<file path="config.mk">
export PLATFORM = sky130hd
export DESIGN_NAME = level_gen_flat
export DESIGN_NICKNAME = d
export VERILOG_FILES = /design/src/rtl/level_gen_if.sv /design/src/rtl/level_gen.sv /design/src/flat_wrapper.sv
export SDC_FILE = /design/constraint.sdc
export NUM_CORES = 1
export LEC_CHECK = 0
export BUFFER_PORTS_ARGS = -buffer_cell sky130_fd_sc_hd__buf_2
export CAP_MARGIN = 30
export CORE_ASPECT_RATIO = 0.75
export CORE_MARGIN = 4
export CORE_UTILIZATION = 45
export DETAILED_ROUTE_END_ITERATION = 6
export GPL_ROUTABILITY_DRIVEN = 0
export PLACE_DENSITY = 0.76
export SYNTH_ARGS = -nofsm -noshare
export SYNTH_HDL_FRONTEND = slang
export SYNTH_SLANG_ARGS = --single-unit
</file>
<file path="constraint.sdc">
create_clock -name clk -period 2.5 [get_ports clk]
set_clock_uncertainty 0.1 [all_clocks]
set_input_delay 0.25 -clock clk [delete_from_list [all_inputs] [get_ports clk]]
set_output_delay 0.25 -clock clk [all_outputs]
set_load 0.01 [all_outputs]
</file>
<file path="src/rtl/level_gen_if.sv">
// level_gen_if: request pulses in, reconstructed level and status out.
// Handshake: there is no valid/ready pair. rise_i and fall_i are single-cycle
// request pulses, each sampled on the posedge of clk. Every output is a
// registered status that updates on the posedge after the input that caused it.
interface level_gen_if;
   logic       rise_i;
   logic       fall_i;
   logic       level_o;
   logic       hold_o;
   logic       pend_o;
   logic       drop_o;
   logic       conflict_o;
   logic [7:0] edge_cnt_o;

   // Upstream event decoder side
   modport master (
      output rise_i, fall_i,
      input  level_o, hold_o, pend_o, drop_o, conflict_o, edge_cnt_o
   );

   // level_gen side
   modport slave (
      input  rise_i, fall_i,
      output level_o, hold_o, pend_o, drop_o, conflict_o, edge_cnt_o
   );
endinterface

</file>
<file path="src/rtl/level_gen.sv">
// level_gen: rebuilds a level from rise/fall event pulses while enforcing
// minimum high and low times. A request for the opposite level that arrives
// inside a minimum-time window is held pending and applied at window expiry.
// Optional macro LEVEL_GEN_STATS_EN builds a saturating 8-bit transition
// counter on edge_cnt_o; without it edge_cnt_o is tied to zero.
// MIN_HIGH and MIN_LOW must be >= 1 and fit in CNT_W bits.
module level_gen #(
   parameter int MIN_HIGH = 4,
   parameter int MIN_LOW  = 4,
   parameter int CNT_W    = 8
) (
   input  logic       clk,
   input  logic       reset,
   level_gen_if.slave bus,
   output logic [1:0] state_dbg_o
);

   typedef enum logic [1:0] {
      LOW_IDLE  = 2'd0,
      HIGH_HOLD = 2'd1,
      HIGH_IDLE = 2'd2,
      LOW_HOLD  = 2'd3
   } state_e;

   localparam logic [CNT_W-1:0] HIGH_LOAD = CNT_W'(MIN_HIGH - 1);
   localparam logic [CNT_W-1:0] LOW_LOAD  = CNT_W'(MIN_LOW - 1);

   state_e           state_q, state_d;
   logic [CNT_W-1:0] cnt_q, cnt_d;
   logic             pend_q, pend_d;
   logic             drop_q, drop_d;
   logic             conflict_q, conflict_d;
   logic             level_q, level_d;

   logic rise_req;
   logic fall_req;
   logic cnt_zero;

   // Simultaneous rise and fall cancel each other: neither is seen as a request.
   assign rise_req = bus.rise_i & ~bus.fall_i;
   assign fall_req = bus.fall_i & ~bus.rise_i;
   assign cnt_zero = (cnt_q == '0);

   // Next-state, hold counter, pending flag and event pulses.
   // A conflict only suppresses the requests; the hold timer keeps running.
   always_comb begin
      state_d    = state_q;
      cnt_d      = cnt_q;
      pend_d     = pend_q;
      drop_d     = 1'b0;
      conflict_d = bus.rise_i & bus.fall_i;
      case (state_q)
         LOW_IDLE: begin
            if (rise_req) begin
               state_d = HIGH_HOLD;
               cnt_d   = HIGH_LOAD;
            end else if (fall_req) begin
               drop_d = 1'b1;
            end
         end
         HIGH_IDLE: begin
            if (fall_req) begin
               state_d = LOW_HOLD;
               cnt_d   = LOW_LOAD;
            end else if (rise_req) begin
               drop_d = 1'b1;
            end
         end
         HIGH_HOLD: begin
            if (cnt_zero) begin
               // Window expires: a pending or same-cycle fall flips the level.
               drop_d = rise_req;
               pend_d = 1'b0;
               if (pend_q | fall_req) begin
                  state_d = LOW_HOLD;
                  cnt_d   = LOW_LOAD;
               end else begin
                  state_d = HIGH_IDLE;
               end
            end else begin
               cnt_d = cnt_q - CNT_W'(1);
               if (fall_req) begin
                  pend_d = 1'b1;
               end else if (rise_req) begin
                  pend_d = 1'b0;
                  drop_d = 1'b1;
               end
            end
         end
         LOW_HOLD: begin
            if (cnt_zero) begin
               drop_d = fall_req;
               pend_d = 1'b0;
               if (pend_q | rise_req) begin
                  state_d = HIGH_HOLD;
                  cnt_d   = HIGH_LOAD;
               end else begin
                  state_d = LOW_IDLE;
               end
            end else begin
               cnt_d = cnt_q - CNT_W'(1);
               if (rise_req) begin
                  pend_d = 1'b1;
               end else if (fall_req) begin
                  pend_d = 1'b0;
                  drop_d = 1'b1;
               end
            end
         end
         default: begin
            state_d = LOW_IDLE;
            cnt_d   = '0;
            pend_d  = 1'b0;
         end
      endcase
      level_d = (state_d == HIGH_HOLD) || (state_d == HIGH_IDLE);
   end

   // State and status registers; reset drops the level with no low window.
   always_ff @(posedge clk) begin
      if (reset) begin
         state_q    <= LOW_IDLE;
         cnt_q      <= '0;
         pend_q     <= 1'b0;
         drop_q     <= 1'b0;
         conflict_q <= 1'b0;
         level_q    <= 1'b0;
      end else begin
         state_q    <= state_d;
         cnt_q      <= cnt_d;
         pend_q     <= pend_d;
         drop_q     <= drop_d;
         conflict_q <= conflict_d;
         level_q    <= level_d;
      end
   end

   assign bus.level_o    = level_q;
   assign bus.hold_o     = (state_q == HIGH_HOLD) || (state_q == LOW_HOLD);
   assign bus.pend_o     = pend_q;
   assign bus.drop_o     = drop_q;
   assign bus.conflict_o = conflict_q;
   assign state_dbg_o    = state_q;

`ifdef LEVEL_GEN_STATS_EN
   logic [7:0] edge_cnt_q;

   // Count level transitions, saturating at 255.
   always_ff @(posedge clk) begin
      if (reset) begin
         edge_cnt_q <= 8'd0;
      end else if ((level_d != level_q) && (edge_cnt_q != 8'hFF)) begin
         edge_cnt_q <= edge_cnt_q + 8'd1;
      end
   end

   assign bus.edge_cnt_o = edge_cnt_q;
`else
   assign bus.edge_cnt_o = 8'd0;
`endif

endmodule

</file>
<file path="src/flat_wrapper.sv">
// flat-port wrapper written by rule: the top's interface ports become plain ports
module level_gen_flat 
#(
   parameter int MIN_HIGH = 4,
   parameter int MIN_LOW  = 4,
   parameter int CNT_W    = 8
)
  (clk, reset, state_dbg_o, bus_rise_i, bus_fall_i, bus_level_o, bus_hold_o, bus_pend_o, bus_drop_o, bus_conflict_o, bus_edge_cnt_o);
  level_gen_if bus_i ();
  input  logic clk;
  input  logic reset;
  output logic [1:0] state_dbg_o;
  input wire logic [$bits(bus_i.rise_i)-1:0] bus_rise_i;
  input wire logic [$bits(bus_i.fall_i)-1:0] bus_fall_i;
  output wire logic [$bits(bus_i.level_o)-1:0] bus_level_o;
  output wire logic [$bits(bus_i.hold_o)-1:0] bus_hold_o;
  output wire logic [$bits(bus_i.pend_o)-1:0] bus_pend_o;
  output wire logic [$bits(bus_i.drop_o)-1:0] bus_drop_o;
  output wire logic [$bits(bus_i.conflict_o)-1:0] bus_conflict_o;
  output wire logic [$bits(bus_i.edge_cnt_o)-1:0] bus_edge_cnt_o;
  assign bus_i.rise_i = bus_rise_i;
  assign bus_i.fall_i = bus_fall_i;
  assign bus_level_o = bus_i.level_o;
  assign bus_hold_o = bus_i.hold_o;
  assign bus_pend_o = bus_i.pend_o;
  assign bus_drop_o = bus_i.drop_o;
  assign bus_conflict_o = bus_i.conflict_o;
  assign bus_edge_cnt_o = bus_i.edge_cnt_o;
  level_gen #(.MIN_HIGH(MIN_HIGH), .MIN_LOW(MIN_LOW), .CNT_W(CNT_W)) u_core (.clk(clk), .reset(reset), .bus(bus_i), .state_dbg_o(state_dbg_o));
endmodule
</file>
==> key figures <==
Logic synthesis
  – Async SR Flop Fraction: 0
  – Synth area leader: dfxtp_1
  – Cells after Synth: 99
  – Synth Area in XOR/XNOR: 0.009695
  – Yosys Warn Count: 0
  – Number of synthesized flops with an enable pin: 0
  – FF+latch count, synth: 14
  – Post-Syn Area per Cell: 9.125 um^2
  – Post-Synth Simple-Gate Area: 0.2133
  – Compound-Gate Fraction of Synth Area: 0.2147
  – Main synth FF type: dfxtp_1
  – Synth top area cells: dfxtp_1, ha_1, buf_4
  – Post-synthesis mux area share: 0.04848
  – Post-synth top area share: 0.3102
  – Synth cell types: 40
  – Seq/Total Area, Yosys: 0.3102
  – Synth Cell Area: 903.4 um^2
  – Post-synthesis adder-cell area fraction: 0.08310
  – Largest family of logic cells by synthesized area: compound AO/OA/AOI/OAI gates

Worst setup path
  – Worst Setup Start Kind: flip-flop
  – CP Class: reg2reg
  – Slowest cell on crit path: nor4b_4
  – Crit Path Max Fanout: 8
  – WP buf/inv: 1
  – CP top delay family: simple AND/OR/NAND/NOR gates
  – Critical Path RT: 2.59 ns
  – Critical Path AT: 2.03 ns
  – Crit end category: flip-flop
  – CP max stage delay: 0.42 ns
  – Crit-path cells: inv_1 -> ha_1 -> nor4b_4 -> and4b_4 -> nor2_2 -> a311oi_1

Global route
  – First-pass GRT wire length: 3084 um
  – Vias in the first global route: 657
  – GRT Overall Usage: 0.1531
  – Overflow after GRT: 0
  – Initial antenna violation count: 0
  – Pin count of the biggest net entering global routing: 17

Die
  – Initial Util: 0.4959
  – Core area: 1822 um^2
  – Die span in x: 59.74 um
  – Die Span Y: 46.80 um
  – Site row count: 13
  – Die area: 2796 um^2
  – Num ports: 19

Clock network
  – Cts repair resizes: 0
  – H-tree depth: 1
  – Reg clk slew, reported paths: 0.08 ns
  – Post-CTS setup buffer count: 0
  – Clock root buffer: clkbuf_4
  – CTS tree: done
  – Later-pin clock latency in the skew report: 0.28 ns
  – Num CTS Buffers: 3
  – Clock tree sinks: 14
  – Clock Tree Buf Depth: 2
  – Hold Buf Count CTS: 0

Timing
  – Final Hold Vio Count: 0
  – Min Tclk post-route: 1.935 ns
  – Fmax: 0.5167 GHz
  – Slew Limit Headroom: 0.6384
  – Setup violators final: 0
  – Final Cycle Share: 0.7741
  – Setup TNS: 0 ns
  – RSZ-0062 raised after global routing: false
  – Setup slack after layout: 0.5647 ns
  – Hold Slack: 0.1726 ns
  – Worst-Margin Slew: 0.5382 ns
  – Final Max Tran Viols: 0

Place
  – Port bufs: 10
  – Pre-CTS WS: 0.5720 ns
  – DP Wirelength: 1386 um
  – Placed Instances: 127
  – Dpl cell area: 932.1 um^2

Layout
  – Fraction of layout cells with a size suffix above 1: 0.2037
  – Commonest cells after routing, fill and taps aside: dfxtp_1, buf_2, conb_1
  – Nets: 120
  – Commonest non-fill, non-tap cell in the layout: dfxtp_1
  – Final cell count without fillers: 130
  – Finished Core Util: 0.5240
  – # fillers: 159
  – Area Overhead vs Synth: 5.679%
  – Area of the multi-input gates: 544.3 um^2
  – Design area: 954.7 um^2
  – Seq. cell area: 280.3 um^2
  – Antenna fix cells: 0

Min path
  – Worst hold path class: in2reg

Drt
  – 1st-pass router iterations: 4
  – Routed len/inst: 13.87 um
  – # DRC: 0
  – Detailed Route Iter0 Violations: 39
  – Final WL: 1803 um
  – Vias per Instance: 5.731
  – DR vias: 745
  – Antenna Nets Post-Route: 0

Power and ir drop
  – Total Power: 0.6079 mW
  – Pwr/cell area: 636.8 nW/um^2
  – LEAKAGE: 0.4175 nW
  – Max IR drop VDD: 0.5278 mV

Job
  – Max-Cap Viols: 0

Run status
  – Status: finished, final reports clean
## cells by family (layout without fill, tap and decap cells)
kind of cell,after synthesis,count (layout)
other,1,8
adders and majority gates,6,6
DFF,14,14
and+or+nand+nor,29,29
muxes,4,4
xor gates and xnor gates,1,1
buffers and inverters,18,20
AOI/OAI and AO/OA,26,26
## cell usage after synthesis (all sizes together) (2+ instances only)
| master | instances |
|---|---|
| a211oi | 4 |
| a21boi | 2 |
| a21oi | 4 |
| a311oi | 2 |
| and2b | 2 |
| buf | 9 |
| clkbuf | 3 |
| dfxtp | 14 |
| ha | 6 |
| inv | 6 |
| mux2 | 3 |
| nand2 | 5 |
| nand3 | 2 |
| nor2 | 4 |
| nor2b | 4 |
| nor3 | 3 |
| nor4b | 2 |
| o21ai | 6 |
| o31ai | 3 |
## registers in the layout, indices dropped and copies added (netlist names)
name,flops
u_core.state_dbg_o,2
u_core.bus.drop_o,1
u_core.cnt_q,8
u_core.bus.conflict_o,1
u_core.bus.level_o,1
u_core.bus.pend_o,1
## report_power, final
part / internal [mW] / switching (mW)
clock: 0.0559 / 0.0680
sequential: 0.247 / 0.0344
combinational: 0.0920 / 0.111
## path summary, 6_finish.rpt
check / startpoint / to / slack [ns] / cells past startpoint
worst max-delay path: u_core.cnt_q[0] / u_core.cnt_q[1] / 0.56 / 6
worst min-delay path: reset / u_core.bus.level_o / 0.17 / 2
worst max register to register: u_core.cnt_q[0] / u_core.cnt_q[1] / 0.56 / 6
worst min register to register: u_core.cnt_q[7] / u_core.cnt_q[7] / 0.42 / 2
## layout make-up
class                      instances  share of cell area
tap                               22             0.02883
sequential                        14              0.2936
multi-input combinational         74              0.5701
timing repair buffer              11             0.06029
inverter                           6             0.02359
clock buffer                       3             0.02359
## metal layers
| layer | vias to the layer above | track usage | share of wire |
|---|---|---|---|
| met5 | - | 0 | 0 |
| met4 | 0 | 0.05310 | 0.0067 |
| met3 | 2 | 0.06044 | 0.10 |
| met2 | 36 | 0.2284 | 0.45 |
| met1 | 350 | 0.2030 | 0.44 |
| li1 | 357 | - | - |
(Power assumes the default switching activity.)
